$ cat src/rtl/issue_scoreboard.sv
// issue_scoreboard
// In-order issue scoreboard for an RV32IM core. Decodes the offered
// instruction, detects RAW/WAW hazards against a per-register busy vector,
// tracks the non-pipelined MUL and DIV units, and reserves a unique writeback
// slot so that at most one result retires per cycle.
//
// Ports
//   clk          single clock, rising edge
//   rst          asynchronous active-high reset
//   inst         instruction word offered for issue
//   inst_valid   inst is valid this cycle
//   flush        cancel all in-flight state (suppresses issue this cycle)
//   issue_ready  offered instruction is consumed this cycle
//   issue        offered instruction is dispatched this cycle
//   fu_sel       functional unit of the offered instruction (0 ALU, 1 MEM, 2 MUL, 3 DIV)
//   illegal      offered instruction is not decodable
//   wb_valid     a result retires this cycle
//   wb_rd        destination register of the retiring result
//   wb_fu        functional unit of the retiring result
//   busy_regs    pending-write bit per register (bit 0 always 0)
//
// Latency parameters must lie in 1..15.
module issue_scoreboard #(
   parameter int ALU_LAT = 1,
   parameter int MEM_LAT = 2,
   parameter int MUL_LAT = 3,
   parameter int DIV_LAT = 8
) (
   input  logic        clk,
   input  logic        rst,
   input  logic [31:0] inst,
   input  logic        inst_valid,
   input  logic        flush,
   output logic        issue_ready,
   output logic        issue,
   output logic [1:0]  fu_sel,
   output logic        illegal,
   output logic        wb_valid,
   output logic [4:0]  wb_rd,
   output logic [1:0]  wb_fu,
   output logic [31:0] busy_regs
);

   localparam logic [1:0] FU_ALU = 2'd0;
   localparam logic [1:0] FU_MEM = 2'd1;
   localparam logic [1:0] FU_MUL = 2'd2;
   localparam logic [1:0] FU_DIV = 2'd3;

   localparam logic [3:0] ALU_LAT_C = 4'(ALU_LAT);
   localparam logic [3:0] MEM_LAT_C = 4'(MEM_LAT);
   localparam logic [3:0] MUL_LAT_C = 4'(MUL_LAT);
   localparam logic [3:0] DIV_LAT_C = 4'(DIV_LAT);

   localparam logic [6:0] OP_R      = 7'b0110011;
   localparam logic [6:0] OP_IMM    = 7'b0010011;
   localparam logic [6:0] OP_LOAD   = 7'b0000011;
   localparam logic [6:0] OP_STORE  = 7'b0100011;
   localparam logic [6:0] OP_BRANCH = 7'b1100011;
   localparam logic [6:0] OP_LUI    = 7'b0110111;
   localparam logic [6:0] OP_AUIPC  = 7'b0010111;
   localparam logic [6:0] OP_JAL    = 7'b1101111;
   localparam logic [6:0] OP_JALR   = 7'b1100111;

   localparam logic [6:0] F7_BASE = 7'b0000000;
   localparam logic [6:0] F7_ALT  = 7'b0100000;
   localparam logic [6:0] F7_MULDIV = 7'b0000001;

   // instruction fields
   logic [6:0] opcode_s;
   logic [2:0] funct3_s;
   logic [6:0] funct7_s;
   logic [4:0] rs1_s;
   logic [4:0] rs2_s;
   logic [4:0] rd_s;

   // decode results
   logic [1:0] dec_fu_s;
   logic       dec_ill_s;
   logic       use_rs1_s;
   logic       use_rs2_s;
   logic       wr_class_s;
   logic       wr_rd_s;

   // writeback reservation shift register, entry 0 retires this cycle
   logic [14:0]      slot_vld_r;
   logic [14:0][4:0] slot_rd_r;
   logic [14:0][1:0] slot_fu_r;
   logic [14:0]      sh_vld_s;
   logic [14:0][4:0] sh_rd_s;
   logic [14:0][1:0] sh_fu_s;
   logic [14:0]      slot_vld_nxt_s;
   logic [14:0][4:0] slot_rd_nxt_s;
   logic [14:0][1:0] slot_fu_nxt_s;

   logic [31:0] busy_r;
   logic [31:0] busy_nxt_s;
   logic [31:0] clr_mask_s;
   logic [31:0] set_mask_s;
   logic [31:0] busy_ac_s;

   logic [3:0] mul_cnt_r;
   logic [3:0] div_cnt_r;
   logic [3:0] mul_cnt_nxt_s;
   logic [3:0] div_cnt_nxt_s;

   logic [3:0] lat_s;
   logic [3:0] slot_idx_s;
   logic       raw_s;
   logic       waw_s;
   logic       fu_free_s;
   logic       slot_free_s;
   logic       issue_s;

   assign opcode_s = inst[6:0];
   assign funct3_s = inst[14:12];
   assign funct7_s = inst[31:25];
   assign rs1_s    = inst[19:15];
   assign rs2_s    = inst[24:20];
   assign rd_s     = inst[11:7];

   // Decode: legality, functional unit class and register usage
   always_comb begin
      dec_fu_s   = FU_ALU;
      dec_ill_s  = 1'b0;
      use_rs1_s  = 1'b0;
      use_rs2_s  = 1'b0;
      wr_class_s = 1'b0;
      case (opcode_s)
         OP_R: begin
            use_rs1_s  = 1'b1;
            use_rs2_s  = 1'b1;
            wr_class_s = 1'b1;
            if (funct7_s == F7_MULDIV) begin
               // funct3[2] splits the M extension into multiply and divide groups
               if (funct3_s[2] == 1'b1) begin
                  dec_fu_s = FU_DIV;
               end else begin
                  dec_fu_s = FU_MUL;
               end
            end else if (funct7_s == F7_BASE) begin
               dec_fu_s = FU_ALU;
            end else if ((funct7_s == F7_ALT) &&
                         ((funct3_s == 3'b000) || (funct3_s == 3'b101))) begin
               dec_fu_s = FU_ALU;
            end else begin
               dec_ill_s = 1'b1;
            end
         end
         OP_IMM: begin
            use_rs1_s  = 1'b1;
            wr_class_s = 1'b1;
            // shift-immediates constrain the upper bits; the rest take any immediate
            if (funct3_s == 3'b001) begin
               dec_ill_s = (funct7_s != F7_BASE);
            end else if (funct3_s == 3'b101) begin
               dec_ill_s = (funct7_s != F7_BASE) && (funct7_s != F7_ALT);
            end else begin
               dec_ill_s = 1'b0;
            end
         end
         OP_LOAD: begin
            dec_fu_s   = FU_MEM;
            use_rs1_s  = 1'b1;
            wr_class_s = 1'b1;
            dec_ill_s  = (funct3_s == 3'b011) || (funct3_s == 3'b110) ||
                         (funct3_s == 3'b111);
         end
         OP_STORE: begin
            dec_fu_s  = FU_MEM;
            use_rs1_s = 1'b1;
            use_rs2_s = 1'b1;
            dec_ill_s = (funct3_s[2] == 1'b1) || (funct3_s == 3'b011);
         end
         OP_BRANCH: begin
            use_rs1_s = 1'b1;
            use_rs2_s = 1'b1;
            dec_ill_s = (funct3_s == 3'b010) || (funct3_s == 3'b011);
         end
         OP_LUI: begin
            wr_class_s = 1'b1;
         end
         OP_AUIPC: begin
            wr_class_s = 1'b1;
         end
         OP_JAL: begin
            wr_class_s = 1'b1;
         end
         OP_JALR: begin
            use_rs1_s  = 1'b1;
            wr_class_s = 1'b1;
            dec_ill_s  = (funct3_s != 3'b000);
         end
         default: begin
            dec_ill_s = 1'b1;
         end
      endcase
   end

   assign wr_rd_s = wr_class_s & (rd_s != 5'd0);

   // Latency of the decoded functional unit
   always_comb begin
      case (dec_fu_s)
         FU_ALU:  lat_s = ALU_LAT_C;
         FU_MEM:  lat_s = MEM_LAT_C;
         FU_MUL:  lat_s = MUL_LAT_C;
         FU_DIV:  lat_s = DIV_LAT_C;
         default: lat_s = ALU_LAT_C;
      endcase
   end

   // Shift-register contents as they will be after this cycle's advance
   assign sh_vld_s = {1'b0, slot_vld_r[14:1]};
   assign sh_rd_s  = {5'd0, slot_rd_r[14:1]};
   assign sh_fu_s  = {2'd0, slot_fu_r[14:1]};

   assign slot_idx_s  = lat_s - 4'd1;
   assign slot_free_s = ~wr_rd_s | ~sh_vld_s[slot_idx_s];

   // Busy bit of the register retiring this cycle, removed before hazard checks
   always_comb begin
      if (slot_vld_r[0]) begin
         clr_mask_s = 32'd1 << slot_rd_r[0];
      end else begin
         clr_mask_s = 32'd0;
      end
   end

   assign busy_ac_s = busy_r & ~clr_mask_s;
   assign raw_s = (use_rs1_s & busy_ac_s[rs1_s]) | (use_rs2_s & busy_ac_s[rs2_s]);
   assign waw_s = wr_rd_s & busy_ac_s[rd_s];

   // A counter of 1 reaches 0 at this edge, so the unit can accept a new op now;
   // this lets an L-cycle unit take back-to-back ops every L cycles.
   always_comb begin
      case (dec_fu_s)
         FU_MUL:  fu_free_s = (mul_cnt_r <= 4'd1);
         FU_DIV:  fu_free_s = (div_cnt_r <= 4'd1);
         default: fu_free_s = 1'b1;
      endcase
   end

   assign issue_s = inst_valid & ~dec_ill_s & ~flush & ~rst & ~raw_s & ~waw_s &
                    fu_free_s & slot_free_s;

   assign issue       = issue_s;
   assign issue_ready = issue_s | (inst_valid & dec_ill_s & ~flush & ~rst);
   assign illegal     = inst_valid & dec_ill_s;
   assign fu_sel      = dec_fu_s;
   assign wb_valid    = slot_vld_r[0];
   assign wb_rd       = slot_rd_r[0];
   assign wb_fu       = slot_fu_r[0];
   assign busy_regs   = busy_r;

   // Next shift-register contents: advance, then reserve the issuing instruction's slot
   always_comb begin
      slot_vld_nxt_s = sh_vld_s;
      slot_rd_nxt_s  = sh_rd_s;
      slot_fu_nxt_s  = sh_fu_s;
      set_mask_s     = 32'd0;
      if (issue_s && wr_rd_s) begin
         slot_vld_nxt_s[slot_idx_s] = 1'b1;
         slot_rd_nxt_s[slot_idx_s]  = rd_s;
         slot_fu_nxt_s[slot_idx_s]  = dec_fu_s;
         set_mask_s                 = 32'd1 << rd_s;
      end else begin
         set_mask_s = 32'd0;
      end
   end

   // Set is applied after clear so a same-cycle re-issue keeps the register busy
   assign busy_nxt_s = ((busy_r & ~clr_mask_s) | set_mask_s) & 32'hFFFF_FFFE;

   // Non-pipelined unit occupancy counters
   always_comb begin
      if (issue_s && (dec_fu_s == FU_MUL)) begin
         mul_cnt_nxt_s = MUL_LAT_C;
      end else if (mul_cnt_r != 4'd0) begin
         mul_cnt_nxt_s = mul_cnt_r - 4'd1;
      end else begin
         mul_cnt_nxt_s = 4'd0;
      end
      if (issue_s && (dec_fu_s == FU_DIV)) begin
         div_cnt_nxt_s = DIV_LAT_C;
      end else if (div_cnt_r != 4'd0) begin
         div_cnt_nxt_s = div_cnt_r - 4'd1;
      end else begin
         div_cnt_nxt_s = 4'd0;
      end
   end

   // Writeback reservation register
   always_ff @(posedge clk or posedge rst) begin
      if (rst) begin
         slot_vld_r <= 15'd0;
         slot_rd_r  <= '0;
         slot_fu_r  <= '0;
      end else if (flush) begin
         slot_vld_r <= 15'd0;
         slot_rd_r  <= '0;
         slot_fu_r  <= '0;
      end else begin
         slot_vld_r <= slot_vld_nxt_s;
         slot_rd_r  <= slot_rd_nxt_s;
         slot_fu_r  <= slot_fu_nxt_s;
      end
   end

   // Pending-write register vector
   always_ff @(posedge clk or posedge rst) begin
      if (rst) begin
         busy_r <= 32'd0;
      end else if (flush) begin
         busy_r <= 32'd0;
      end else begin
         busy_r <= busy_nxt_s;
      end
   end

   // MUL and DIV occupancy counters
   always_ff @(posedge clk or posedge rst) begin
      if (rst) begin
         mul_cnt_r <= 4'd0;
         div_cnt_r <= 4'd0;
      end else if (flush) begin
         mul_cnt_r <= 4'd0;
         div_cnt_r <= 4'd0;
      end else begin
         mul_cnt_r <= mul_cnt_nxt_s;
         div_cnt_r <= div_cnt_nxt_s;
      end
   end

endmodule

$ cat config.mk
export PLATFORM = sky130hd
export DESIGN_NAME = issue_scoreboard
export DESIGN_NICKNAME = d
export VERILOG_FILES = /design/src/rtl/issue_scoreboard.sv
export SDC_FILE = /design/constraint.sdc
export NUM_CORES = 1
export LEC_CHECK = 0
export BUFFER_PORTS_ARGS = -buffer_cell sky130_fd_sc_hd__buf_4
export CORE_MARGIN = 4
export CORE_UTILIZATION = 30
export CTS_CLUSTER_DIAMETER = 120
export DETAILED_ROUTE_END_ITERATION = 8
export GPL_TIMING_DRIVEN = 1
export SKIP_LAST_GASP = 1
export SLEW_MARGIN = 0
export SYNTH_ARGS = -nofsm -noshare
export SYNTH_HDL_FRONTEND = slang
export SYNTH_SLANG_ARGS = --single-unit
$ cat constraint.sdc
create_clock -name clk -period 7.79 [get_ports clk]
set_input_delay 0.779 -clock clk [delete_from_list [all_inputs] [get_ports clk]]
set_output_delay 0.779 -clock clk [all_outputs]
set_load 0.05 [all_outputs]
After elaboration in Yosys (flattened, before gate mapping):

Cells that the tools add are included.

* RAM bits: 0
* bits in read-only memories: 0
* memories: 0
* bits in latches: 0
* bits of input ports: 36
* logic and storage cells: 164
* bits in registers: 160
* output and inout bits: 45

* div/mod/pow operators: 0
* order comparisons: 7
* equality and inequality tests: 21
* shifts and indexed selects: 2
* multiplexer cells: 45
* reduce and logical (&&, ||, !) cells: 24
* bitwise gates (word level): 28
* add/subtract/negate cells: 3
* multiply operators: 0

Operators with widths (count)
* 75-bit two-way mux: 2
* 32-bit two-way mux: 3
* 75-bit bitwise mux: 1
* 1-bit by 5-bit left shift with 32-bit output, first input constant: 2
* 30-bit two-way mux: 2
* 32-bit bitwise AND: 1
* 32-bit inverter: 1
* 32-bit OR: 1
* 30-bit bitwise mux: 1
* 15-bit two-way mux: 2
* 7-bit by 6-bit equality test with 1-bit output, second input constant: 4
* 4-bit two-way mux: 6
* 7-bit equality test, second input constant: 3
* 5-bit demux with 4-bit select: 1
* 5-bit by 6-bit less-than comparator with 1-bit output, second input constant: 3
* 4-bit case mux with 4 select lines: 1
* 1-bit binary-select mux with 5-bit select: 3
* 14-bit by 15-bit OR with 15-bit output: 1
* 1-bit bitwise AND: 14
* 7-bit by 5-bit equality test with 1-bit output, second input constant: 2
* 1-bit two-way mux: 14
* 4-bit by 1-bit subtractor with 4-bit output, second input constant: 3
* 3-bit equality test, second input constant: 3
* 2-bit demux with 4-bit select: 1
* other kinds (32): 55

Depth between registers and ports, before layout:

* word-level depth: 19
* gate-level depth with buffers: 11
* gate-level depth less buffers: 8

Worst setup path after synthesis:

OpenSTA, ideal clock, no wires.

* path kind: in2out
* start: input inst[30]
* end: output issue_ready
* buffers on the path: 0
* stages on the path: 8
* data required time: 7.011 ns
* data arrival time: 3.397 ns
* path slack: 3.614 ns
* path through: nor4_1 -> nand2_1 -> a21o_1 -> a2111oi_0 -> o2111ai_1 -> nor4b_4 -> nand2_1 -> o21ai_0

* longest elaborated chain between the ends: 15
* elaborated cells between the ends (all ways): 38
* those cells by class: add/sub: 1; eq/ne: 6; mux: 12; bitwise: 14; reduce/logical: 5

RTL lines
* from (decl): RTL line 31 `input logic [31:0] inst,`
* branches (longest 14 deep; another with 4-bit by 1-bit subtractor with 4-bit output)
* 1-bit OR *: RTL line 247 `assign issue_ready = issue_s | (inst_valid & dec_ill_s & ~flush & ~rst);`
* to (decl): RTL line 34 `output logic issue_ready,`

Every way passes the cells marked *. The select of a mux whose other input is x is not followed.

Worst setup path in the final report:

* start: register slot_rd_r, in the netlist wb_rd[1]
* end: output issue_ready

* longest elaborated chain between the ends: 14
* elaborated cells between the ends (all ways): 21
* those cells by class: shift: 1; mux: 7; bitwise: 13

RTL lines
* from (decl): RTL line 86 `logic [14:0][4:0] slot_rd_r;`
* from (signal assigned): RTL line 304 `slot_rd_r <= slot_rd_nxt_s;`
* 1-bit by 5-bit left shift with 32-bit output *: RTL line 223 `clr_mask_s = 32'd1 << slot_rd_r[0];`
* 32-bit two-way mux *: RTL line 222 `if (slot_vld_r[0]) begin`
* 32-bit inverter *: RTL line 229 `assign busy_ac_s = busy_r & ~clr_mask_s;`
* 32-bit bitwise AND *: RTL line 229
* 1-bit binary-select mux with 5-bit select: RTL line 230 `assign raw_s = (use_rs1_s & busy_ac_s[rs1_s]) | (use_rs2_s & busy_ac_s[rs2_s]);`
* 1-bit two-way mux (not written as such): RTL line 230
* 1-bit bitwise AND: RTL line 230
* 1-bit OR: RTL line 230
* 1-bit inverter: RTL line 243 `assign issue_s = inst_valid & ~dec_ill_s & ~flush & ~rst & ~raw_s & ~waw_s &`
* 1-bit bitwise AND: RTL line 243
* 1-bit bitwise AND * (2 in a row): RTL line 243
* 1-bit bitwise AND *: RTL line 244 `fu_free_s & slot_free_s;`
* 1-bit OR *: RTL line 247

Every way passes the cells marked *; elsewhere a longest branch is shown, timed or not. The select of a mux whose other input is x is not followed.

==> results_dict.tcl <==
set metrics [dict create \
    status "finished, final reports clean" \
    cts_setup_buffers 0 \
    drv_cap 0 \
    drive_above_1_share_pct 17.4 \
    worstPathRequired_ps 7010 \
    clock_skew_ps 19.8 \
    insertion_delay_ps 420 \
    cts_htree_levels 4 \
    diodes 0 \
    drt_iter0_markers 490 \
    wirelength_um 21200 \
    hold_class "register to register" \
    nFillCells 2658 \
    ios 81 \
    cts_tree "yes" \
    path_class "register to primary output" \
    hold_viol_final 0 \
    ys_types 72 \
    leakagePower_nw 4.04 \
    finalPower_mw 1.73 \
    cts_resized 0 \
    finalSetupViolCount 0 \
    relSlewSlack_pct 14.0 \
    numCtsBuffers 17 \
    path_clk_slew_ps 70 \
    tightest_slew_ps 1280 \
    std_cell_rows 59 \
    core_area_um2 26100 \
    clockBufferDepth 2 \
    drc_errors 0 \
    start_util_pct 30.6 \
    synth-seq-cells 159 \
    ys_warn_count 0 \
    seq_area_frac_synth_pct 49.8 \
    dp_cells 1136 \
    grt-ovfl-total 0 \
    grt_pass1_wl_um 33900 \
    place.gp.congestion 0.892 \
    design_area_um2 9270 \
    cts_root_buf "clkbuf_16" \
    final_common_cell "dfrtp_1" \
    clock-sinks 159 \
    synth_edf_count 0 \
    io_buffers 79 \
    ir_worst_vdd_uv 139 \
    hold_buffers 0 \
    end_kind "primary output" \
    viasPerCell 5.22 \
    grt_pass1_vias 5990 \
    grt_antenna_before_repair 0 \
    layout_common_cells "159 x dfrtp_1, 109 x nor2b_1, 81 x buf_4" \
    dr.pass1.iters 5 \
    syn_area_per_cell_um2 10.4 \
    rsz0062_at_grt "no" \
    crit_path_max_fanout 17 \
    period_share_pct 61.5 \
    dieArea_um2 29300 \
    syn2layout_area_growth_pct 16.1 \
    finalSetupTns_ps 0 \
    max_freq_mhz 209 \
    netlist_area_um2 7980 \
    antenna_left 0 \
    ys_async_sr_fraction_pct 100 \
    wl_per_cell_um 18.2 \
    nNetsFinal 856 \
    hold_ws_ps 454 \
    die_height_um 171 \
    die_x_um 171 \
    ys.flop_type "dfrtp_1" \
    grt_max_degree 102 \
    vias 6095 \
    multiInputGateArea_um2 3640 \
    seqCellArea_um2 3980 \
    start_kind "register" \
    drv_slew 0 \
    synthCells 769 \
    instances_no_fill 1168 \
    min_period_ps 4790 \
    placed_cell_area_um2 8730 \
    dp_hpwl_um 14500 \
    crit_arrival_ps 4010 \
    grt_use_total_pct 14.5 \
    power_density_nw_per_um2 187 \
]
## cell families (layout without fill, tap and decap cells)
kind of cell | after synthesis | in the layout | share of synthesized area (%)
AOI/OAI and AO/OA | 181 | 181 | 15.1
xor gates and xnor gates | 6 | 6 | 0.658
buffers and inverters | 77 | 133 | 4.95
DFF | 159 | 159 | 49.8
muxes | 43 | 43 | 6.38
other | 1 | 9 | 0.0470
and+or+nand+nor | 302 | 302 | 23.1
## layout make-up
cell class                      instances  share of cell area [%]
Clock inverter                         12                    1.08
Inverter                               20                   0.864
Sequential cell                       159                    42.9
Timing Repair Buffer                   81                    6.56
Clock buffer                           20                    4.82
Tap cell                              335                    4.52
Multi-Input combinational cell        541                    39.3
## where the power goes
part           switching, mW  leakage, nW  total (mW)  internal (mW)
registers            0.00150         2.19       0.835          0.834
logic                 0.0790         1.59       0.116         0.0365
clock network          0.354        0.266       0.779          0.425
total                  0.435         4.04        1.73           1.30
## path summary, 6_finish.rpt
kind	slack, ps	from	to	cells after the start
setup / recovery	3000	wb_rd[1]$_DFF_PP0_	issue_ready	9
hold / removal	450	slot_vld_r[5]$_DFF_PP0_	slot_vld_r[4]$_DFF_PP0_	1
setup reg to reg	3560	wb_rd[1]$_DFF_PP0_	busy_regs[22]$_DFF_PP0_	8
hold reg to reg	450	slot_vld_r[5]$_DFF_PP0_	slot_vld_r[4]$_DFF_PP0_	1
max in group asynchronous	5780	rst	wb_rd[0]$_DFF_PP0_	3
min in group asynchronous	500	rst	div_cnt_r[3]$_DFF_PP0_	2
## synthesized netlist by cell type (4+ instances only)
cell | number | area share, %
o211ai_1 | 16 | 1.5
nand4_1 | 7 | 0.55
nand2_1 | 37 | 1.7
a21o_1 | 5 | 0.47
buf_6 | 5 | 0.71
a31oi_1 | 6 | 0.47
mux4_2 | 6 | 1.7
o22ai_1 | 13 | 1.0
nand2b_1 | 34 | 2.7
dfrtp_1 | 159 | 50
nand4b_1 | 4 | 0.44
nor3b_1 | 8 | 0.75
mux2i_1 | 34 | 4.3
and3b_1 | 4 | 0.44
nor3_1 | 13 | 0.81
o31ai_1 | 9 | 0.85
buf_4 | 6 | 0.56
inv_1 | 20 | 0.94
clkbuf_1 | 35 | 1.6
o2111ai_1 | 9 | 0.99
o21ba_2 | 5 | 0.63
nand3b_1 | 10 | 0.94
o21ai_0 | 71 | 4.5
a211oi_1 | 4 | 0.38
buf_2 | 4 | 0.25
a21oi_1 | 12 | 0.75
nor4_1 | 4 | 0.31
nand3_1 | 14 | 0.88
o221ai_1 | 4 | 0.44
nor2_1 | 30 | 1.4
nor2b_1 | 109 | 8.5
## through the flow
stage               setup slack [ps]  utilization [%]
floorplan                       2720                -
global placement                3270             33.4
detailed placement              3200             33.4
CTS                             3000             35.5
global route                    2650             35.5
finish                          3000             35.5
## state kept, by name, indices dropped and copies added, names as in the netlist
register and flops:
sh_rd_s 70, busy_regs 31, sh_fu_s 28, slot_vld_r 15, wb_rd 5, div_cnt_r 4
mul_cnt_r 4, wb_fu 2
## worst max-delay path: stages (launching register included)
cell and delay (ps):
dfrtp_1 640, nand2_1 560, o21ai_0 440, o22ai_1 110
nor4_1 490, o2111ai_1 230, nor4b_4 630, nand2_1 130
o21ai_0 130, buf_4 240
## metal layers
layer / up-vias / track usage [%] / part of all wire [%]
met4: 0 / 5.17 / 3.1
li1: 2832 / - / -
met2: 222 / 22.7 / 46
met1: 3003 / 20.0 / 45
met3: 38 / 3.23 / 6.0
met5: - / 0 / 0
(Power assumes the default switching activity.)
